<file path="config.mk">
export PLATFORM = sky130hd
export DESIGN_NAME = mem_responder
export DESIGN_NICKNAME = d
export VERILOG_FILES = /design/src/rtl/mem_responder.sv
export SDC_FILE = /design/constraint.sdc
export NUM_CORES = 1
export LEC_CHECK = 0
export ABC_AREA = 1
export BUFFER_PORTS_ARGS = -buffer_cell sky130_fd_sc_hd__buf_2
export CORE_MARGIN = 3
export CORE_UTILIZATION = 34
export DETAILED_ROUTE_END_ITERATION = 8
export HOLD_SLACK_MARGIN = 0.12
export SLEW_MARGIN = 20
export SYNTH_ARGS = -nofsm -noshare
export SYNTH_HDL_FRONTEND = slang
export SYNTH_SLANG_ARGS = --single-unit
</file>
<file path="constraint.sdc">
create_clock -name CLK -period 2.1 [get_ports CLK]
set_input_delay 0.525 -clock CLK [delete_from_list [all_inputs] [get_ports CLK]]
set_output_delay 0.525 -clock CLK [all_outputs]
set_load 0.01 [all_outputs]
</file>
<file path="src/rtl/mem_responder.sv">
// Cache-side responder: arbitrates datapath fetch and data requests onto a single-ported,
// ready-handshaked word RAM and returns registered load data with one-cycle hit pulses.
module mem_responder #(
    parameter int unsigned ADDR_W = 32,
    parameter int unsigned DATA_W = 32
) (
    input  logic              CLK,
    input  logic              nRST,
    input  logic              imemREN,
    input  logic [ADDR_W-1:0] imemaddr,
    output logic [DATA_W-1:0] imemload,
    output logic              ihit,
    input  logic              dmemREN,
    input  logic              dmemWEN,
    input  logic [ADDR_W-1:0] dmemaddr,
    input  logic [DATA_W-1:0] dmemstore,
    output logic [DATA_W-1:0] dmemload,
    output logic              dhit,
    input  logic              halt,
    output logic              halted,
    output logic              ram_ren,
    output logic              ram_wen,
    output logic [ADDR_W-1:0] ram_addr,
    output logic [DATA_W-1:0] ram_wdata,
    input  logic [DATA_W-1:0] ram_rdata,
    input  logic              ram_ready
);

    typedef enum logic [2:0] {
        StIdle,
        StDacc,
        StDresp,
        StIacc,
        StIresp,
        StHalted
    } state_e;

    state_e state;
    logic   op_write;

    // Byte-offset bits are dropped by design; no misalignment error exists.
    logic unused_addr_bits;
    assign unused_addr_bits = ^{imemaddr[1:0], dmemaddr[1:0]};

    always_ff @(posedge CLK) begin
        if (!nRST) begin
            state     <= StIdle;
            op_write  <= 1'b0;
            ihit      <= 1'b0;
            dhit      <= 1'b0;
            halted    <= 1'b0;
            ram_ren   <= 1'b0;
            ram_wen   <= 1'b0;
            ram_addr  <= '0;
            ram_wdata <= '0;
            imemload  <= '0;
            dmemload  <= '0;
        end else begin
            ihit <= 1'b0;
            dhit <= 1'b0;
            case (state)
                StIdle: begin
                    if (halt) begin
                        state  <= StHalted;
                        halted <= 1'b1;
                    end else if (dmemWEN || dmemREN) begin
                        state     <= StDacc;
                        op_write  <= dmemWEN;
                        ram_addr  <= {dmemaddr[ADDR_W-1:2], 2'b00};
                        ram_wdata <= dmemstore;
                        ram_wen   <= dmemWEN;
                        ram_ren   <= ~dmemWEN;
                    end else if (imemREN) begin
                        state    <= StIacc;
                        op_write <= 1'b0;
                        ram_addr <= {imemaddr[ADDR_W-1:2], 2'b00};
                        ram_wen  <= 1'b0;
                        ram_ren  <= 1'b1;
                    end
                end

                StDacc: begin
                    if (ram_ready) begin
                        if (!op_write) begin
                            dmemload <= ram_rdata;
                        end
                        ram_ren <= 1'b0;
                        ram_wen <= 1'b0;
                        // A withdrawn request still completes on the RAM but earns no hit.
                        if (dmemREN || dmemWEN) begin
                            state <= StDresp;
                            dhit  <= 1'b1;
                        end else begin
                            state <= StIdle;
                        end
                    end
                end

                StDresp: begin
                    state <= StIdle;
                end

                StIacc: begin
                    if (ram_ready) begin
                        imemload <= ram_rdata;
                        ram_ren  <= 1'b0;
                        ram_wen  <= 1'b0;
                        if (imemREN) begin
                            state <= StIresp;
                            ihit  <= 1'b1;
                        end else begin
                            state <= StIdle;
                        end
                    end
                end

                StIresp: begin
                    state <= StIdle;
                end

                StHalted: begin
                    halted  <= 1'b1;
                    ram_ren <= 1'b0;
                    ram_wen <= 1'b0;
                end

                default: begin
                    state   <= StIdle;
                    ram_ren <= 1'b0;
                    ram_wen <= 1'b0;
                end
            endcase
        end
    end

endmodule

</file>
==> results.yml, run 1 <==
worst_setup_path:
  crit_path_end_kind: "flop"
  critPathLaunch: "state[1]"
  worstPathCellList: "inv_2 -> nand2_1 -> nor2_1 -> nand3_2 -> buf_12 -> nor2_1 -> nor2_1"
  criticalPathCategory: "reg2reg"
  worstPathMaxFanout: 17
  crit_buf_inv: 2
  reg2reg_from: "state[1]"
  cp_slowest_cell: "dfxtp_1"
  arrival_ns: 1.93
  r2r_slack_ns: 0.48
  path_delay_family: "simple AND/OR/NAND/NOR gates"
  cp.required_ns: 2.41
  cp_common_cell: "nor2_1"
  crit_path_max_incr_delay_ns: 0.40
  start_kind: "flop"
finish:
  final_core_util_pct: 48.17
  multi_input_area_sq_um: 2296
  seqCellArea_sq_um: 2703
  nets: 1104
  layout_common_cells: "buf_2, nand2_1, nor2_1, dfxtp_1, a21oi_1"
  area_growth_pct: 37.37
  mostFrequentLayoutCell: "buf_2"
  num_antenna_cells: 0
  nFillCells: 1618
  drive_gt1_share_pct: 33.50
global_route:
  grt_util_all_layers_pct: 19.18
  grt_pass1_wl_microns: 26980
  grt_pass1_vias: 5234
  grt_overflow: 0
  grt_max_degree: 50
  antenna_found_initial: 0
logic_synthesis:
  yosys_warnings: 0
  syn_area_sq_um: 5370
  synthDistinctLibCells: 22
  avgSynthCellArea_sq_um: 7.438
  ys_ff_latch: 135
  netlist_instances: 722
  ys_seq_area_share_pct: 50.33
flow_run:
  maxCapViolCount: 0
clocking:
  cts_tree: "done"
  postCtsSetupRepairBufs: 0
  cts_max_level: 4
  ctsResizeCount: 0
  hold_buffers: 0
  worst_skew_pair.late_latency_ns: 0.41
  cts_buffer_depth: 2
  root_buffer: "clkbuf_16"
  cts_buffers: 17
  path_clk_slew_ns: 0.06
  cts_sinks: 135
timing:
  relSlewSlack_pct: 54.93
  setup_viol: 0
  finalSetupTns_ns: 0
  post-route-min-period_ns: 1.624
  clock_skew_ns: 0.004170
  rsz0062_at_grt: "false"
  hold_violations: 0
  fmax_mhz: 615.8
  finalCritPeriodShare_pct: 77.33
  holdWs_ns: 0.3307
  tightestPinTransition_ns: 0.6736
  maxSlewViolCount: 0
drt:
  via_per_inst: 4.662
  wl_met1_microns: 7313
  num_vias: 5562
  postRouteAntennaNets: 0
  drc: 0
  maxUsedRoutingLayer: "met4"
  routed-wl-met3_microns: 1515
  drtIter0Drc: 287
  wl_microns: 16830
  routed-wl-met2_microns: 7816
  dr.pass1.iters: 4
  wl_per_cell_microns: 14.11
die:
  start_util_pct: 35.07
  die_x_microns: 131.7
  die-height_microns: 131.7
  die-area_sq_um: 17340
  ios: 268
  rows: 45
  core_area_sq_um: 15310
placement:
  hpwl_microns: 11840
  placement.io_buffers: 261
  place.gp.congestion: 0.8126
power_and_ir_drop:
  ir_drop_uv: 515.4
  power_density_nw_per_um2: 1023
  p_leak_uw: 0.003634
worst_hold_path:
  hold_class: "in2reg"
  holdCritStartpoint: "dmemstore[15]"
outcome:
  status: "complete, no violations"
## logic make-up (layout without fill, tap and decap cells)
logic type | count (synthesis) | after routing | share of synthesized area, %
buffers and inverters | 65 | 324 | 6.990
AO/OA/AOI/OAI | 135 | 135 | 12.61
other | 1 | 2 | 0.06983
flip-flops | 135 | 135 | 50.33
AND/OR/NAND/NOR | 386 | 386 | 30.01
## synth_stat cells, drive strengths merged
| cell type | number | share of area, % |
|---|---|---|
| a21oi | 70 | 6.5 |
| a31oi | 1 | 0.12 |
| buf | 32 | 4.7 |
| clkbuf | 21 | 1.5 |
| conb | 1 | 0.070 |
| dfxtp | 135 | 50 |
| inv | 12 | 0.84 |
| nand2 | 173 | 12 |
| nand3 | 70 | 6.9 |
| nand4 | 1 | 0.12 |
| nor2 | 142 | 11 |
| o21ai | 64 | 6.0 |
## registers in the layout (all words and copies together) (netlist names)
name,cells
op_write,1
state,3
dmemload,32
ram_wdata,32
ram_ren,1
imemload,32
halted,1
dhit,1
ram_addr,30
ram_wen,1
ihit,1
## where the power goes
group | switching (uW) | total (uW) | internal (uW)
clock | 1120 | 2840 | 1720
combinational | 1030 | 1650 | 622
sequential | 170 | 3050 | 2880
total | 2320 | 7550 | 5220
## metrics by stage
step	cell area, sq um	cells	total power (uW)	worst slack [ns]
3_5_place_dp	6807	1161	4769	0.3191
3_3_place_gp	6807	1161	4763	0.3421
5_1_grt	7377	1193	7955	0.2915
6_report	7377	1193	7545	0.4761
2_1_floorplan	5374	723	4120	0.6834
4_1_cts	7377	1193	7640	0.4637
## tightest hold or removal path, stage by stage
cell	delay (ns)
buf_2	0.07
nor2_1	0.03
nor2_1	0.08
## routing by layer
layer  global-route usage, %  up-vias
met5                       0        -
met4                   6.359        0
met3                   7.006       15
met2                   30.37      211
met1                   24.25     2505
li1                        -     2831
## cell type report
cell class | count | area share [%]
timing repair buffer | 280 | 20.32
clock inverter | 11 | 1.357
sequential | 135 | 36.63
inverter | 12 | 0.6106
clock buffer | 21 | 6.377
tap | 211 | 3.579
multi-input combinational | 523 | 31.12
## final timing paths
kind / endpoint / cells after the start
setup / recovery: ram_addr[18] / 7
hold reg to reg: imemload[16] / 2
hold / removal: ram_wdata[15] / 3
setup reg to reg: ram_addr[18] / 7
No activity file was read; power rests on OpenSTA's default activity.
==> run 2: changes to the inputs <==
Settings changed: ABC_AREA 1 to 0.
Clock period 2.1 ns to 1.3 ns, I/O delays scaled along.
==> results.yml, run 2 <==
outcome:
  status: "complete, but fails checks"
  failed_checks: "setup timing"
finish:
  nFillCells: 1406
  final_cells: 1157
  top_regs: "dmemload (32), imemload (32), ram_wdata (32)"
  nets: 1069
  seqCellArea_sq_um: 2706
  num_antenna_cells: 0
  multi_input_area_sq_um: 2830
  layout_common_cells: "buf_2, dfxtp_1, nand2_1"
  final_core_util_pct: 56.78
  mostFrequentLayoutCell: "buf_2"
  drive_gt1_share_pct: 48.73
  area_growth_pct: 63.11
drt:
  num_vias: 5992
  wl_per_cell_microns: 17.42
  via_per_inst: 5.179
  drtIter0Drc: 329
  dr.pass1.iters: 5
  wl_microns: 20160
  postRouteAntennaNets: 0
  drc: 0
worst_hold_path:
  hold_class: "in2reg"
  hold-path-cell-count: 3
  holdPathEnd: "ram_wdata[12]"
  holdCritStartpoint: "dmemstore[12]"
global_route:
  grt_pass1_wl_microns: 28970
  grt_overflow: 0
  antenna_found_initial: 0
  grt_util_all_layers_pct: 21.41
  grt_pass1_vias: 5576
  grt_max_degree: 68
timing:
  fin_ws_ns: -0.2412
  holdWs_ns: 0.1567
  setup_viol: 133
  post-route-min-period_ns: 1.541
  maxSlewViolCount: 0
  clock_skew_ns: 0.009671
  fmax_mhz: 648.9
  rsz0062_at_grt: "true"
  hold_violations: 0
  finalCritPeriodShare_pct: 118.6
worst_setup_path:
  crit_buf_inv: 2
  criticalPathCategory: "reg2reg"
  r2r_slack_ns: -0.24
  r2r-end: "ram_addr[31]"
  reg2reg_from: "state[0]"
  cp.required_ns: 1.59
  path_delay_family: "simple AND/OR/NAND/NOR gates"
  arrival_ns: 1.83
  start_kind: "flop"
  worstPathCellList: "or4_4 -> nor2_4 -> buf_6 -> clkbuf_16 -> a311oi_1"
  rr_worst_depth: 5
  crit_path_end_kind: "flop"
  cp_slowest_cell: "or4_4"
  crit_path_max_incr_delay_ns: 0.60
  worstPathMaxFanout: 7
clocking:
  cts_max_level: 4
  cts_buffer_depth: 2
  path_clk_slew_ns: 0.06
  worst_skew_pair.late_latency_ns: 0.42
  cts_tree: "done"
  cts_buffers: 17
  root_buffer: "clkbuf_16"
  cts_sinks: 135
power_and_ir_drop:
  ir_drop_uv: 954.5
  total_power_uw: 12580
  power_density_nw_per_um2: 1452
  p_leak_uw: 0.003824
die:
  core_area_sq_um: 15260
  die_x_microns: 131.0
  ios: 268
  die-area_sq_um: 17160
  start_util_pct: 34.81
  rows: 45
  die-height_microns: 131.0
placement:
  place.gp.congestion: 0.7542
  pre_cts_ws_ns: -0.3794
  post-place-cells: 1102
  hpwl_microns: 12190
  placement.io_buffers: 261
logic_synthesis:
  synthTopCellsByArea: "dfxtp_1, a21oi_1, nand2_1"
  ys_ff_latch: 135
  yosysTopAreaCell: "dfxtp_1"
  synth_common_cells: "dfxtp_1, a21oi_1, nand2_1"
  ys_seq_area_share_pct: 50.88
  netlist_instances: 661
  synthDistinctLibCells: 33
  async_reset_ff_share_pct: 0
  syn_area_sq_um: 5311
  ys.flop_type: "dfxtp_1"
  synth-edff-count: 0
  post-synth-top-count-cell: "dfxtp_1"
  yosys_warnings: 0
  synth_top_cell_area_share_pct: 50.88
  avgSynthCellArea_sq_um: 8.035
flow_run:
  maxCapViolCount: 0
-- run 2: metrics by stage --
step	instance area [sq um]	TNS (ns)
4_1_cts	8078	-20.34
2_1_floorplan	5356	-10.63
3_5_place_dp	7088	-29.82
3_3_place_gp	7088	-28.33
5_1_grt	8663	-31.36
6_report	8663	-23.31
-- run 2: how the worst max path moves through the flow --
stage,startpoint,end,slack [ns],depth (start not counted)
finish,state[0],ram_addr[31],-0.24,5
global placement,halt,ram_wdata[30],-0.34,5
global route,state[1],dmemload[9],-0.30,7
floorplan,state[0],ram_ren,-0.18,4
CTS,state[0],ram_wdata[8],-0.22,7
detailed placement,halt,ram_wdata[30],-0.38,5
-- run 2: cell families after synthesis --
logic type      synth area share [%]
compound gates                 24.69
simple gates                   17.95
flops                          50.88
buf+inv                        5.819
mux                           0.5889
other cells                  0.07060
-- run 2: what timing repair did --
action,in CTS,in global routing
hold buffers,0,0
gates resized for setup,59,123
cloned,8,7
hold endpoints to repair,0,0
endpoints found under the setup margin,133,133
setup buffers,7,5
pin swaps,14,61
-- run 2: area by class of cell --
type / count / area share (%)
Clock buffer: 24 / 5.676
Clock inverter: 7 / 1.083
Inverter: 2 / 0.1155
Multi-Input combinational cell: 455 / 32.67
Sequential cell: 135 / 31.24
Tap cell: 211 / 3.047
Timing Repair Buffer: 323 / 26.17
-- run 2: per-layer routing --
| metal | track usage (%) | vias up | share of wire, % |
|---|---|---|---|
| met4 | 6.473 | 0 | 1.8 |
| li1 | - | 2889 | - |
| met2 | 34.14 | 219 | 48 |
| met5 | 0 | - | 0 |
| met3 | 7.886 | 24 | 8.7 |
| met1 | 27.09 | 2860 | 41 |
-- run 2: worst register-to-register path: stages (launching register included) --
cell       delay [ns]
dfxtp_2          0.32
or4_4            0.60
nor2_4           0.15
buf_6            0.13
clkbuf_16        0.15
a311oi_1         0.08
-- run 2: report_power, final --
group / total, uW / internal (uW) / switching (uW)
clock network: 4800 / 3010 / 1790
logic: 3090 / 1470 / 1620
registers: 4690 / 4500 / 185
total: 12600 / 8990 / 3590
==> run 3: changes to the inputs <==
Settings changed: SKIP_CTS_REPAIR_TIMING set to 1.
==> results.yml, run 3 (same netlist as run 2, synthesis figures left out) <==
timing:
  fin_ws_ns: -0.2525
  clock_skew_ns: 0.01280
  post-route-min-period_ns: 1.553
  setup_viol: 133
  hold_violations: 0
  holdWs_ns: 0.1576
  rsz0062_at_grt: "true"
  fmax_mhz: 644.1
  finalCritPeriodShare_pct: 119.4
  maxSlewViolCount: 0
clocking:
  cts_max_level: 4
  root_buffer: "clkbuf_16"
  worst_skew_pair.late_latency_ns: 0.42
  cts_sinks: 135
  cts_buffers: 17
  path_clk_slew_ns: 0.05
  cts_buffer_depth: 2
  cts_tree: "done"
finish:
  nFillCells: 1468
  drive_gt1_share_pct: 43.27
  final_cells: 1147
  num_antenna_cells: 0
  layout_common_cells: "buf_2, dfxtp_1, nand2_1"
  mostFrequentLayoutCell: "buf_2"
  nets: 1059
  top_regs: "dmemload (32), imemload (32), ram_wdata (32)"
  final_core_util_pct: 54.05
  area_growth_pct: 55.29
power_and_ir_drop:
  intPower_uw: 8792
  ir_drop_uv: 918.5
  seq_power_share_pct: 38.3
  p_comb_share_pct: 22.7
  clkPwrFrac_pct: 39.0
  total_power_uw: 12240
  switchingPower_uw: 3451
  netSwitchingFraction_pct: 28.19
  p_leak_uw: 0.003569
  power_density_nw_per_um2: 1484
global_route:
  use_met2_pct: 31.39
  grt_overflow: 0
  gr-usage-met3_pct: 7.724
  met1_usage_pct: 25.93
  grt_max_degree: 68
  grt-busiest-layer: "met2"
  grt_util_all_layers_pct: 20.18
  grt_pass1_wl_microns: 27560
  grt_pass1_vias: 5406
  antenna_found_initial: 0
drt:
  drtIter0Drc: 363
  via_per_inst: 5.121
  wl_microns: 19460
  drc: 0
  num_vias: 5874
  wl_per_cell_microns: 16.97
  dr.pass1.iters: 5
  postRouteAntennaNets: 0
worst_setup_path:
  criticalPathCategory: "reg2reg"
  start_kind: "flop"
  worstPathMaxFanout: 10
  reg2reg_from: "state[1]"
  r2r-end: "ram_addr[20]"
  crit_path_end_kind: "flop"
  rr_worst_depth: 6
  cp.required_ns: 1.62
  arrival_ns: 1.87
  r2r_slack_ns: -0.25
die:
  die-height_microns: 131.0
  core_area_sq_um: 15260
  die_x_microns: 131.0
  die-area_sq_um: 17160
  ios: 268
  rows: 45
  start_util_pct: 34.81
worst_hold_path:
  holdCritStartpoint: "dmemstore[8]"
  holdPathEnd: "ram_wdata[8]"
  hold_class: "in2reg"
  hold-path-cell-count: 3
placement:
  hpwl_microns: 12190
  pre_cts_ws_ns: -0.3794
  placement.io_buffers: 261
  post-place-cells: 1102
  place.gp.congestion: 0.7542
outcome:
  status: "complete, but fails checks"
  failed_checks: "setup timing"
flow_run:
  maxCapViolCount: 0
## run 3: area by class of cell
type / count / area [sq um] / area share (%)
multi-input cells: 455 / 2606 / 31.60
inverters: 2 / 10.01 / 0.1214
clock buffers: 24 / 491.7 / 5.962
well taps: 211 / 264.0 / 3.201
repair buffers: 313 / 2073 / 25.14
flip-flops and latches: 135 / 2709 / 32.84
clock inverters: 7 / 93.84 / 1.138
## run 3: worst max-delay path by stage
stage	slack, ns	depth (start not counted)	to	start
2_1_floorplan	-0.18	4	ram_ren	state[0]
3_3_place_gp	-0.34	5	ram_wdata[30]	halt
3_5_place_dp	-0.38	5	ram_wdata[30]	halt
4_1_cts	-0.31	4	ram_wdata[30]	state[2]
5_1_grt	-0.30	6	ram_addr[15]	state[0]
6_report	-0.25	6	ram_addr[20]	state[1]
## run 3: power by group through the flow
stage	Combinational, uW	Sequential (uW)	Clock (uW)
after global routing	3020	4720	5060
after floorplan	1100	4910	0
after global placement	2310	4750	0
after CTS	2320	4670	4870
after detailed placement	2310	4750	0
final	2780	4680	4780
## run 3: critical path: stages, from the launching register on
cell,delay (ns)
dfxtp_4,0.36
buf_6,0.13
nor4_4,0.27
buf_6,0.22
clkbuf_16,0.18
a21oi_1,0.07
a311oi_1,0.24
## run 3: layer usage
layer	share of wire (%)	up-vias	wire (microns)
met1	41	2740	7985
met3	9.1	35	1780
met2	47	244	9241
met4	2.3	0	456
li1	-	2855	-
met5	0	-	0
## run 3: stage by stage
step,area (sq um),setup TNS [ns]
floorplan,5356,-10.63
global placement,7088,-28.33
detailed placement,7088,-29.82
CTS,7674,-26.95
global route,8248,-29.88
finish,8248,-22.14
